### config.mk
export PLATFORM = sky130hd
export DESIGN_NAME = mem_access_seq
export DESIGN_NICKNAME = d
export VERILOG_FILES = /design/src/rtl/mem_access_seq.sv
export SDC_FILE = /design/constraint.sdc
export NUM_CORES = 1
export LEC_CHECK = 0
export CAP_MARGIN = 20
export CORE_ASPECT_RATIO = 1.4
export CORE_UTILIZATION = 30
export DETAILED_ROUTE_END_ITERATION = 6
export SLEW_MARGIN = 15
export SYNTH_ARGS = -nofsm -noshare
export SYNTH_HDL_FRONTEND = slang
export SYNTH_SLANG_ARGS = --single-unit
### constraint.sdc
create_clock -name Clk -period 5.4 [get_ports Clk]
set_input_delay 1.08 -clock Clk [delete_from_list [all_inputs] [get_ports Clk]]
set_output_delay 1.08 -clock Clk [all_outputs]
set_load 0.01 [all_outputs]
### src/rtl/mem_access_seq.sv
// mem_access_seq: byte/halfword load-store sequencer driving a byte-wide data memory.
// Every memory-side output is registered so nothing combinational reaches the memory from the request inputs.
module mem_access_seq (
    input  logic        Clk,
    input  logic        Reset,
    input  logic        Start,
    input  logic        IsStore,
    input  logic        Wide,
    input  logic [7:0]  BaseAddr,
    input  logic [15:0] StoreData,
    input  logic [7:0]  MemRdData,
    output logic [7:0]  MemAddr,
    output logic [7:0]  MemWrData,
    output logic        MemWrEn,
    output logic        MemToReg,
    output logic        Busy,
    output logic        Done,
    output logic [15:0] LoadData
);
    typedef enum logic [1:0] {IDLE, LO, HI, DONE} state_t;
    state_t     state;
    logic       is_store;
    logic       wide;
    logic [7:0] base;
    logic [7:0] data_hi;
    always_ff @(posedge Clk or negedge Reset) begin
        if (!Reset) begin
            state     <= IDLE;
            is_store  <= 1'b0;
            wide      <= 1'b0;
            base      <= '0;
            data_hi   <= '0;
            MemAddr   <= '0;
            MemWrData <= '0;
            MemWrEn   <= 1'b0;
            MemToReg  <= 1'b0;
            Busy      <= 1'b0;
            Done      <= 1'b0;
            LoadData  <= '0;
        end else begin
            case (state)
                IDLE: if (Start) begin
                    state     <= LO;
                    is_store  <= IsStore;
                    wide      <= Wide;
                    base      <= BaseAddr;
                    data_hi   <= StoreData[15:8];
                    Busy      <= 1'b1;
                    MemAddr   <= BaseAddr;
                    MemWrEn   <= IsStore;
                    MemWrData <= IsStore ? StoreData[7:0] : 8'h00;
                    MemToReg  <= !IsStore;
                end
                LO: begin
                    // a byte load zero-extends; a wide load refills the high byte in HI
                    if (!is_store) LoadData <= {wide ? LoadData[15:8] : 8'h00, MemRdData};
                    state     <= wide ? HI : DONE;
                    Done      <= !wide;
                    MemAddr   <= wide ? base + 8'd1 : 8'h00;
                    MemWrEn   <= wide && is_store;
                    MemWrData <= (wide && is_store) ? data_hi : 8'h00;
                    MemToReg  <= wide && !is_store;
                end
                HI: begin
                    if (!is_store) LoadData[15:8] <= MemRdData;
                    state     <= DONE;
                    Done      <= 1'b1;
                    MemAddr   <= '0;
                    MemWrEn   <= 1'b0;
                    MemWrData <= '0;
                    MemToReg  <= 1'b0;
                end
                DONE: begin
                    state <= IDLE;
                    Busy  <= 1'b0;
                    Done  <= 1'b0;
                end
                default: state <= IDLE;
            endcase
        end
    end
endmodule

# Yosys cells after proc, flatten, opt, wreduce, memory -nomap -nowiden
# Cells that the tools add are included.
# word_totals
output_inout_bits	36
reg_bits	56
inputBits	37
# op_classes
eq_ne	7
bitwise_logic	1
addsub	1
mux	21
n_reduce_logical	15
# op_table
cell	n
8-bit 2-to-1 mux	7
8-bit case mux with 3 select lines	2
16-bit 2-to-1 mux	1
8-bit case mux with 2 select lines	1
1-bit case mux with 3 select lines	3
8-bit by 1-bit adder with 8-bit output (second input constant)	1
2-bit != test (second input constant)	4
2-bit case mux with 4 select lines	1
2-bit AND reduction	4
3-bit nonzero test	2
2-bit == test (second input constant)	2
1-bit 2-to-1 mux	4
4-bit AND reduction	1
2-bit nonzero test	2
1-bit zero test	3
2-bit by 1-bit == test with 1-bit output (second input constant)	1
1-bit logical AND	2
2-bit zero test	1
2-bit 2-to-1 mux	1
1-bit case mux with 2 select lines	1
1-bit inverter	1

# Longest topological paths before layout
# Gate-level depths: netlist of run 1.
# logic_depth
depth_word	3
ltp_mapped	8
ltp_nobuf	6

# Worst setup path before layout of run 1
# Ideal clock, no wire load.
# synth_timing
path_type	input port to flip-flop
start	in Start
end	reg base[3]
arrival_time_ns	1.786
path_buffers	1
path_slack_ns	3.490
path_stages	3
t_required_ns	5.275
cell_sequence	nand2_2 buf_2 mux2_2
# synth_between
elab_chain_len	1
# synth_lines
item	line_no	rtl
start: declaration	6	input logic Start,
2-bit AND reduction (no line)	--	
end signal: assignment	46	base <= BaseAddr;
end: declaration	24	logic [7:0] base;
# Every way passes these cells.
# A chain may end at the register's enable or synchronous reset.

# Worst setup path in the final report of run 1
# layout_timing
start	in Start
end	reg MemToReg
# layout_between
elab_chain_len	2
# layout_lines
item	line_no	rtl
2-bit != test (no line)	--	
2-bit AND reduction (no line)	--	
end signal: assignment	52	MemToReg <= !IsStore;
end signal: assignment	62	MemToReg <= wide && !is_store;
end: declaration	15	output logic MemToReg,
# Every way passes these cells.

==> metrics.txt, run 1 <==
status=finished clean; Syn. warnings=0; Net Sw Frac=0.359; flop and latch count out of synthesis=56; number of global-route vias before repair=1879; Sink Count=56; die area=8760 µm²; switching power summed over all nets=727 µW; number of antenna violations at the first check in global routing=0; fraction of synthesis flops using an asynchronous set or reset pin=1.00; DR pass1 iterations=4; CTS clk-pin slew, worst paths=70 ps; weighted congestion at the end of routability-driven global placement=0.741; GR Overflow Total=0; Final Instance Area=3440 µm²; # Post-CTS Setup Buffers=0; Internal Pwr Total=1300 µW; share of synthesized cell area in and, or, nand and nor gates=0.121; # diodes=0; Clock Root Buffer=clkbuf_16; distinct cell type count after synthesis=31; most frequent cells after synthesis=56 x dfrtp_1, 27 x mux2_2, 23 x nand2_1; final design utilization=0.422; Leak Pwr=0.00142 µW; Post-Synth Adder-Cell Area=0.0299; routed wirelength normalized by instance count=13.9 µm; Total Routing Usage GR=0.134; quantity of gates resized following cts=0; number of filler instances in the final layout=792; library cell with the highest instance count after synthesis=dfrtp_1; Post-Syn Area per Cell=11.2 µm²; clock latency reported for the late side of the worst-skew pair=290 ps; core area=8150 µm²; cell area reported after detailed placement=3300 µm²; count of boundary I/O pins=73; Worst Path Max Fanout=36; global-route wire length before repair=9090 µm; dominant combinational cell family by area after synthesis=compound AO/OA/AOI/OAI gates; number of DRC violations after detailed routing=0; Setup Skew=4.03 ps; Worst Tran Pin Value=823 ps; sequential share of power=0.375; post-route minimum period=2680 ps; footprint of the multi-input gates=1030 µm²; ratio of cells with drive above 1 in the final layout=0.136; Syn-to-layout area delta=36.9%; most instantiated flip-flop cell in the synthesis netlist=dfrtp_1; max_slew headroom=0.450; sequential share of the synthesized area=0.557; Die Width=79.4 µm; placed wire-length estimate after detailed placement=3830 µm; Post-Syn Area=2510 µm²; Post-Syn Nets=267; type of origin of the critical path=primary input; share of Yosys cell area claimed by the top area cell type=0.557; CTS Buf Count=5; top area cells in the synthesized netlist=dfrtp_1 56%, mux2_2 12%, a21oi_1 3.6%; CP endpoint kind=register; final number of max-transition violations=0; dominant cell type by area after synthesis=dfrtp_1; Max Root-Sink Buffers=2; proportion of synthesized area in mux cells=0.125; final clock period utilization by the worst path=0.497; level count of the clock H-tree=2; number of nets at the end of the flow=336; maximum number of pins on one net before global-route repair=57; Iteration-0 DRC Markers=39; post-synthesis share of cell area spent on xor and xnor gates=0.0104; Avg Vias per Cell=4.64; arrival time worst endpoint=2870 ps; Cell Pwr Density=588 nW/µm²; number of port buffers=72; portion of total power attributed to combinational logic=0.465; unrepaired setup endpoints after global routing=false; setup TNS=0 ps; CP required=5580 ps; number of cells produced by synthesis=224; register area=1400 µm²; register-to-register path setup slack=3160 ps; kind of critical path=primary input to register; Tightest Hold Check Type=register to register; Vert. Die Dim=110 µm; post-cts hold buffer count=0; number of antenna-violating nets in the routed design=0; maximum VDD drop=229 µV; wire length after detailed routing=5510 µm; number of maximum-capacitance violations=0; count of final setup violators=0; total via count after detailed routing=1837; CTS tree=done; Max Clk Rate=373 MHz; Cell Rows=39; total count of hold-check failures in the final report=0; share of total power in the clock network=0.159; effective utilization at floorplan=0.309; synthesized-area fraction occupied by ao, oa, aoi and oai cells=0.125; count of flip-flops with a built-in enable after synthesis=0
## worst paths after layout
kind | endpoint | startpoint | cells past startpoint
hold / removal | LoadData[9] | LoadData[9] | 2
max in group asynchronous | base[1] | Reset | 2
setup / recovery | MemToReg | Start | 5
min in group asynchronous | Busy | Reset | 2
setup reg to reg | MemWrData[3] | state[0] | 6
hold reg to reg | LoadData[9] | LoadData[9] | 2
## cell usage in the layout (no fill, tap or decap), types with 3 or more instances in the layout
cell type        count
a21oi_1             18
a22oi_1              7
a31oi_1              3
clkbuf_16            5
clkdlybuf4s50_1     71
dfrtp_1             56
ha_1                 6
inv_1                3
mux2_2              27
nand2_1             23
nand2b_1             6
nand3_1              4
nor2_1              18
nor2b_1              5
nor3_1               3
o21a_1               6
o21ai_0             14
## through the flow
stage               setup WS, ps  hold WS, ps  power (µW)  cells
global route                2570          513        2190    396
finish                      2720          484        2020    396
global placement            2440          466        1700    388
CTS                         2700          486        2060    396
floorplan                   3490          480        1340    224
detailed placement          2400          470        1730    388
## kinds of logic after synthesis
logic type      after synthesis
compound gates               52
xor+xnor                      3
fa+ha+maj                     6
buf+inv                      14
flops                        56
mux                          28
simple gates                 65
## state kept, by name (all words and copies together) (netlist names), 2 cells and up
signal     count
state          2
data_hi        8
MemAddr        8
base           8
LoadData      16
MemWrData      8
## routing by layer
metal	vias up	wire, µm	GRT usage
met5	-	0	0
met1	867	2400	0.164
li1	911	-	-
met3	6	269	0.0272
met2	53	2780	0.236
met4	0	62	0.0429
## power by group through the flow
stage          sequential, µW  combinational, µW  clock (µW)
6_report                  759                941         323
5_1_grt                   786               1050         350
4_1_cts                   761                962         333
3_5_place_dp              767                958           0
3_3_place_gp              765                935           0
2_1_floorplan             795                544           0
## critical path, cell delays in order
cell and delay (ps):
clkdlybuf4s50_1 530, and2b_1 250, nor2_4 600, o221ai_1 250, o21a_1 150
## final cells by class
| type | count | share of cell area |
|---|---|---|
| repair buffers | 73 | 0.210 |
| clock buffers | 6 | 0.0374 |
| clock inverters | 2 | 0.00473 |
| well taps | 102 | 0.0371 |
| inverters | 3 | 0.00327 |
| multi-input cells | 154 | 0.300 |
| flip-flops and latches | 56 | 0.407 |
Power figures use the tool's default switching activity.
==> run 2: changes to the inputs <==
clock period = 2.2 ns   (was 5.4 ns; I/O delays follow)
==> run 2 against run 1 <==
Effect of this change: clock-buffer cell count did not move; wire length rose by 3.2%; via count rose by 3.2%; design area rose by 1.2%; combinational power rose to 2.5 times the previous value; core utilization rose by 0.52 points; clock skew rose by 1.5 ps; worst setup slack got worse by 2300 ps.
==> metrics.txt, run 2 (synthesis results as in run 1) <==
Die Width=79.4 µm (unchanged); Total Routing Usage GR=0.135 (was 0.134); number of maximum-capacitance violations=0 (unchanged); global-route wire length before repair=9030 µm (was 9090 µm); Iteration-0 DRC Markers=51 (was 39); maximum number of pins on one net before global-route repair=34 (was 57); status=finished clean (unchanged); Worst Tran Pin Value=576 ps (was 823 ps); final number of max-transition violations=0 (unchanged); unrepaired setup endpoints after global routing=false (unchanged); CTS clk-pin slew, worst paths=70 ps (about the same); number of antenna-violating nets in the routed design=0 (unchanged); routed wirelength normalized by instance count=14.2 µm (was 13.9 µm); Largest Register=LoadData (unchanged); post-route minimum period=1820 ps; CP endpoint kind=register (unchanged); Max Clk Rate=549 MHz; CP required=2420 ps (was 5580 ps); Clock Root Buffer=clkbuf_16 (unchanged); # diodes=0 (unchanged); Cell Chain, Critical Path=inv_1 > ha_1 > and3_1 > and2_4 > a22oi_1 > a21oi_1 (was clkdlybuf4s50_1 > and2b_1 > nor2_4 > o221ai_1 > o21a_1); number of nets at the end of the flow=340 (was 336); flip-flop count of the largest register after layout=16 (unchanged); GR Overflow Total=0 (unchanged); master of the slowest instance on the critical path=dfrtp_1 (was nor2_4); final clock period utilization by the worst path=0.829; quantity of gates resized following cts=0 (unchanged); core area=8150 µm² (unchanged); commonest cells after routing, fill and taps aside=71 x clkdlybuf4s50_1, 56 x dfrtp_1, 27 x mux2_2 (unchanged); Max Root-Sink Buffers=2 (unchanged); count of boundary I/O pins=73 (unchanged); total count of hold-check failures in the final report=0 (unchanged); kind of critical path=register to register (was primary input to register); wire length after detailed routing=5690 µm (was 5510 µm); effective utilization at floorplan=0.309 (unchanged); number of global-route vias before repair=1879 (unchanged); slowest cell delay on critical path=450 ps (was 600 ps); Sink Count=56 (unchanged); number of antenna violations at the first check in global routing=0 (unchanged); maximum VDD drop=651 µV (was 229 µV); Cell Rows=39 (unchanged); setup TNS=0 ps (unchanged); commonest non-fill, non-tap cell in the layout=clkdlybuf4s50_1 (unchanged); CTS Buf Count=5 (unchanged); post-cts hold buffer count=0 (unchanged); Setup Skew=5.56 ps (was 4.03 ps); max_slew headroom=0.616 (was 0.450); ratio of cells with drive above 1 in the final layout=0.148 (was 0.136); type of origin of the critical path=register (was primary input); weighted congestion at the end of routability-driven global placement=0.767 (was 0.741); DR pass1 iterations=4 (unchanged); Tightest Hold Check Type=primary input to async pin (was register to register); # Post-CTS Setup Buffers=0 (unchanged); count of final setup violators=0 (unchanged); Worst Path Max Fanout=9 (was 36); die area=8760 µm² (unchanged); Vert. Die Dim=110 µm (unchanged); arrival time worst endpoint=2040 ps (was 2870 ps); number of DRC violations after detailed routing=0 (unchanged); total power of the final layout=5040 µW (was 2020 µW); number of port buffers=72 (unchanged); Avg Vias per Cell=4.74 (was 4.64); number of filler instances in the final layout=792 (unchanged); clock latency reported for the late side of the worst-skew pair=290 ps (about the same); Syn-to-layout area delta=38.6% (was 36.9%); CTS tree=done (unchanged); total via count after detailed routing=1895 (was 1837); Leak Pwr=0.00145 µW (was 0.00142 µW); Cell Pwr Density=1450 nW/µm² (was 588 nW/µm²); placed wire-length estimate after detailed placement=4010 µm (was 3830 µm); level count of the clock H-tree=2 (unchanged)
-- run 2: changes by cell type in the layout (fill, tap and decap cells not counted), sizes merged --
cell  delta
buf      +4
-- run 2: where the power goes --
part           leakage, µW  switching, µW  internal, µW
clock network    0.0000671            363           425
registers         0.000683            354          1530
logic             0.000695           1080          1280
-- run 2: final cells by class --
class                      count  area (µm²)  area share
inverter                       3        11.3     0.00323
sequential                    56        1400       0.402
tap                          102         128      0.0366
multi-input combinational    154        1030       0.297
clock inverter                 2        16.3     0.00467
clock buffer                   6         129      0.0370
timing repair buffer          77         766       0.220
-- run 2: final timing paths --
| path | start | to | slack, ps | cells after the start |
|---|---|---|---|---|
| setup / recovery | state[0] | MemWrData[5] | 380 | 6 |
| hold / removal | Reset | LoadData[14] | 140 | 1 |
| setup reg to reg | state[0] | MemWrData[5] | 380 | 6 |
| hold reg to reg | LoadData[15] | LoadData[15] | 480 | 2 |
| max in group asynchronous | Reset | base[1] | 1480 | 2 |
| min in group Clk | LoadData[15] | LoadData[15] | 480 | 2 |
-- run 2: metrics by stage --
step | util | cells | area [µm²] | worst slack (ps) | hold slack, ps
5_1_grt | 0.428 | 400 | 3480 | 190 | 178
2_1_floorplan | - | 224 | 2510 | 430 | 144
6_report | 0.428 | 400 | 3480 | 377 | 141
4_1_cts | 0.428 | 400 | 3480 | 333 | 164
3_3_place_gp | 0.410 | 392 | 3340 | 326 | 465
3_5_place_dp | 0.410 | 392 | 3340 | 288 | 469
-- run 2: layer usage --
layer	share of wire	vias up	global-route usage
met5	0	-	0
met4	0.012	0	0.0442
met3	0.041	6	0.0222
met2	0.52	52	0.248
met1	0.43	918	0.159
li1	-	919	-
-- run 2: worst max-delay path: cells and delay by family (launching register included) --
family	cells	cell delay [ps]
compound gates	2	260
simple gates	2	610
flops	1	450
fa+ha+maj	1	300
buf+inv	1	120
==> run 3: changes to the inputs <==
clock period = 1.55 ns   (was 2.2 ns; I/O delays follow)
==> run 3 against run 2 <==
Effect of this change: the run now ends with hold timing left; core utilization grew 3.4 points; clock-buffer cell count shrank 1; register-to-register slack lost 320 ps; power grew 56%; clock power grew 48%; sequential share of layout area shrank 3.0 points; design area grew 7.9%; critical path type is now register to output pin.
==> metrics.txt, run 3 (synthesis results as in run 1) <==
max_slew headroom=0.788 (was 0.616); register area=1400 µm² (unchanged); Vert. Die Dim=110 µm (unchanged); routed wirelength normalized by instance count=14.0 µm (was 14.2 µm); Worst Setup Slack, final=35.2 ps (was 377 ps); register-to-register path setup slack=60 ps (was 380 ps); number of antenna violations at the first check in global routing=0 (unchanged); placed wire-length estimate after detailed placement=3930 µm (was 4010 µm); Clock Root Buffer=clkbuf_16 (unchanged); Avg Vias per Cell=4.68 (was 4.74); post-route minimum period=1510 ps; wire length after detailed routing=5790 µm (was 5690 µm); Cell Rows=39 (unchanged); core area=8150 µm² (unchanged); final clock period utilization by the worst path=0.977; Leak Pwr=0.00161 µW (was 0.00145 µW); ratio of cells with drive above 1 in the final layout=0.235 (was 0.148); count of final setup violators=0 (unchanged); number of filler instances in the final layout=763 (was 792); CTS Buf Count=5 (unchanged); total power of the final layout=7860 µW (was 5040 µW); kind of critical path=register to output pin (was register to register); slowest cell delay on critical path=540 ps (was 450 ps); Worst Path Max Fanout=3 (was 9); commonest cells after routing, fill and taps aside=65 x clkdlybuf4s50_1, 56 x dfrtp_1, 27 x mux2_2 (was 71 x clkdlybuf4s50_1, 56 x dfrtp_1, 27 x mux2_2); Worst Tran Pin Value=318 ps (was 576 ps); logic depth of the worst register-to-register path=8 (was 6); CP endpoint kind=output pin (was register); Die Width=79.4 µm (unchanged); CP required=1240 ps (was 2420 ps); Syn-to-layout area delta=49.6% (was 38.6%); Tightest Hold Check Type=primary input to async pin (unchanged); CTS clk-pin slew, worst paths=70 ps (about the same); global-route wire length before repair=9120 µm (was 9030 µm); Max Root-Sink Buffers=2 (unchanged); final number of max-transition violations=0 (unchanged); setup TNS=0 ps (unchanged); Cell Chain, Critical Path=clkdlybuf4s50_1 (was inv_1 > ha_1 > and3_1 > and2_4 > a22oi_1 > a21oi_1); commonest non-fill, non-tap cell in the layout=clkdlybuf4s50_1 (unchanged); Crit Reg-Reg Startpoint=state[0] (unchanged); maximum number of pins on one net before global-route repair=57 (was 34); number of port buffers=72 (unchanged); number of buffer and inverter instances along the worst setup path=1 (unchanged); number of global-route vias before repair=1903 (was 1879); cell family with most CP delay=buffers and inverters (was simple AND/OR/NAND/NOR gates); number of maximum-capacitance violations=0 (unchanged); GR Overflow Total=0 (unchanged); number of nets at the end of the flow=352 (was 340); minimum setup slack after placement=-136 ps (was 288 ps); clock latency reported for the late side of the worst-skew pair=290 ps (about the same); type of origin of the critical path=register (unchanged); failing checks=hold timing; status=finished, violations left (was finished clean); total count of hold-check failures in the final report=1 (was 0); Setup Skew=4.34 ps (was 5.56 ps); level count of the clock H-tree=2 (unchanged); Cell Pwr Density=2090 nW/µm² (was 1450 nW/µm²); arrival time worst endpoint=1200 ps (was 2040 ps); CTS tree=done (unchanged); number of DRC violations after detailed routing=0 (unchanged); final design utilization=0.462 (was 0.428); Max Clk Rate=660 MHz; maximum VDD drop=1070 µV (was 651 µV); unrepaired setup endpoints after global routing=true (was false); Sink Count=56 (unchanged); weighted congestion at the end of routability-driven global placement=0.726 (was 0.767); number of antenna-violating nets in the routed design=0 (unchanged); # diodes=0 (unchanged); effective utilization at floorplan=0.309 (unchanged); total via count after detailed routing=1927 (was 1895); Post-Route Hold Slack=-2.81 ps (was 141 ps); die area=8760 µm² (unchanged); Reg2Reg Capture Point=MemWrData[7] (was MemWrData[5]); Largest Register=LoadData (unchanged); count of boundary I/O pins=73 (unchanged); Total Routing Usage GR=0.134 (was 0.135); footprint of the multi-input gates=1140 µm² (was 1030 µm²); Iteration-0 DRC Markers=55 (was 51); DR pass1 iterations=4 (unchanged); master of the slowest instance on the critical path=clkdlybuf4s50_1 (was dfrtp_1); flip-flop count of the largest register after layout=16 (unchanged)
run 3: cell count changes in the layout (fill, tap and decap cells not counted), sizes merged:
| cell | previous run | this run |
|---|---|---|
| buf | 6 | 16 |
| clkdlybuf4s50 | 71 | 65 |
| dlymetal6s2s | 0 | 6 |
| and2 | 1 | 2 |
| inv | 3 | 4 |
run 3: layout make-up:
type                       count  share of cell area
clock buffer                   5              0.0333
clock inverter                 3             0.00732
inverter                       3             0.00366
multi-input combinational    155               0.302
sequential                    56               0.373
tap                          102              0.0339
timing repair buffer          88               0.247
run 3: worst max-delay path by stage:
stage	startpoint	endpoint	slack [ps]	cells past startpoint
detailed placement	Start	MemWrData[3]	-140	6
finish	Busy	Busy	40	1
global route	MemWrData[7]	MemWrData[7]	-10	1
CTS	state[0]	MemWrData[3]	2	7
global placement	Start	MemWrData[5]	-110	6
floorplan	state[0]	MemWrData[0]	-40	8
run 3: through the flow:
step | std cells | cell area (µm²)
global placement | 400 | 3470
detailed placement | 400 | 3470
global route | 412 | 3760
floorplan | 224 | 2570
CTS | 408 | 3630
finish | 412 | 3760
run 3: timing repair:
item,4_1_cts,5_1_grt
buffers inserted,0,2
pin swaps,1,2
resized for setup,4,18
hold buffers,0,0
gates cloned,0,2
endpoints found under the setup margin,22,31
run 3: power breakdown:
group | internal, µW | switching (µW) | total (µW)
combinational | 2290 | 1750 | 4040
sequential | 2170 | 486 | 2650
clock | 615 | 551 | 1170
total | 5070 | 2780 | 7860
run 3: per-layer routing:
metal,vias to the layer above,GRT usage,part of all wire
li1,943,-,-
met1,927,0.162,0.43
met2,55,0.241,0.51
met3,2,0.0263,0.049
met4,0,0.0351,0.0038
met5,-,0,0
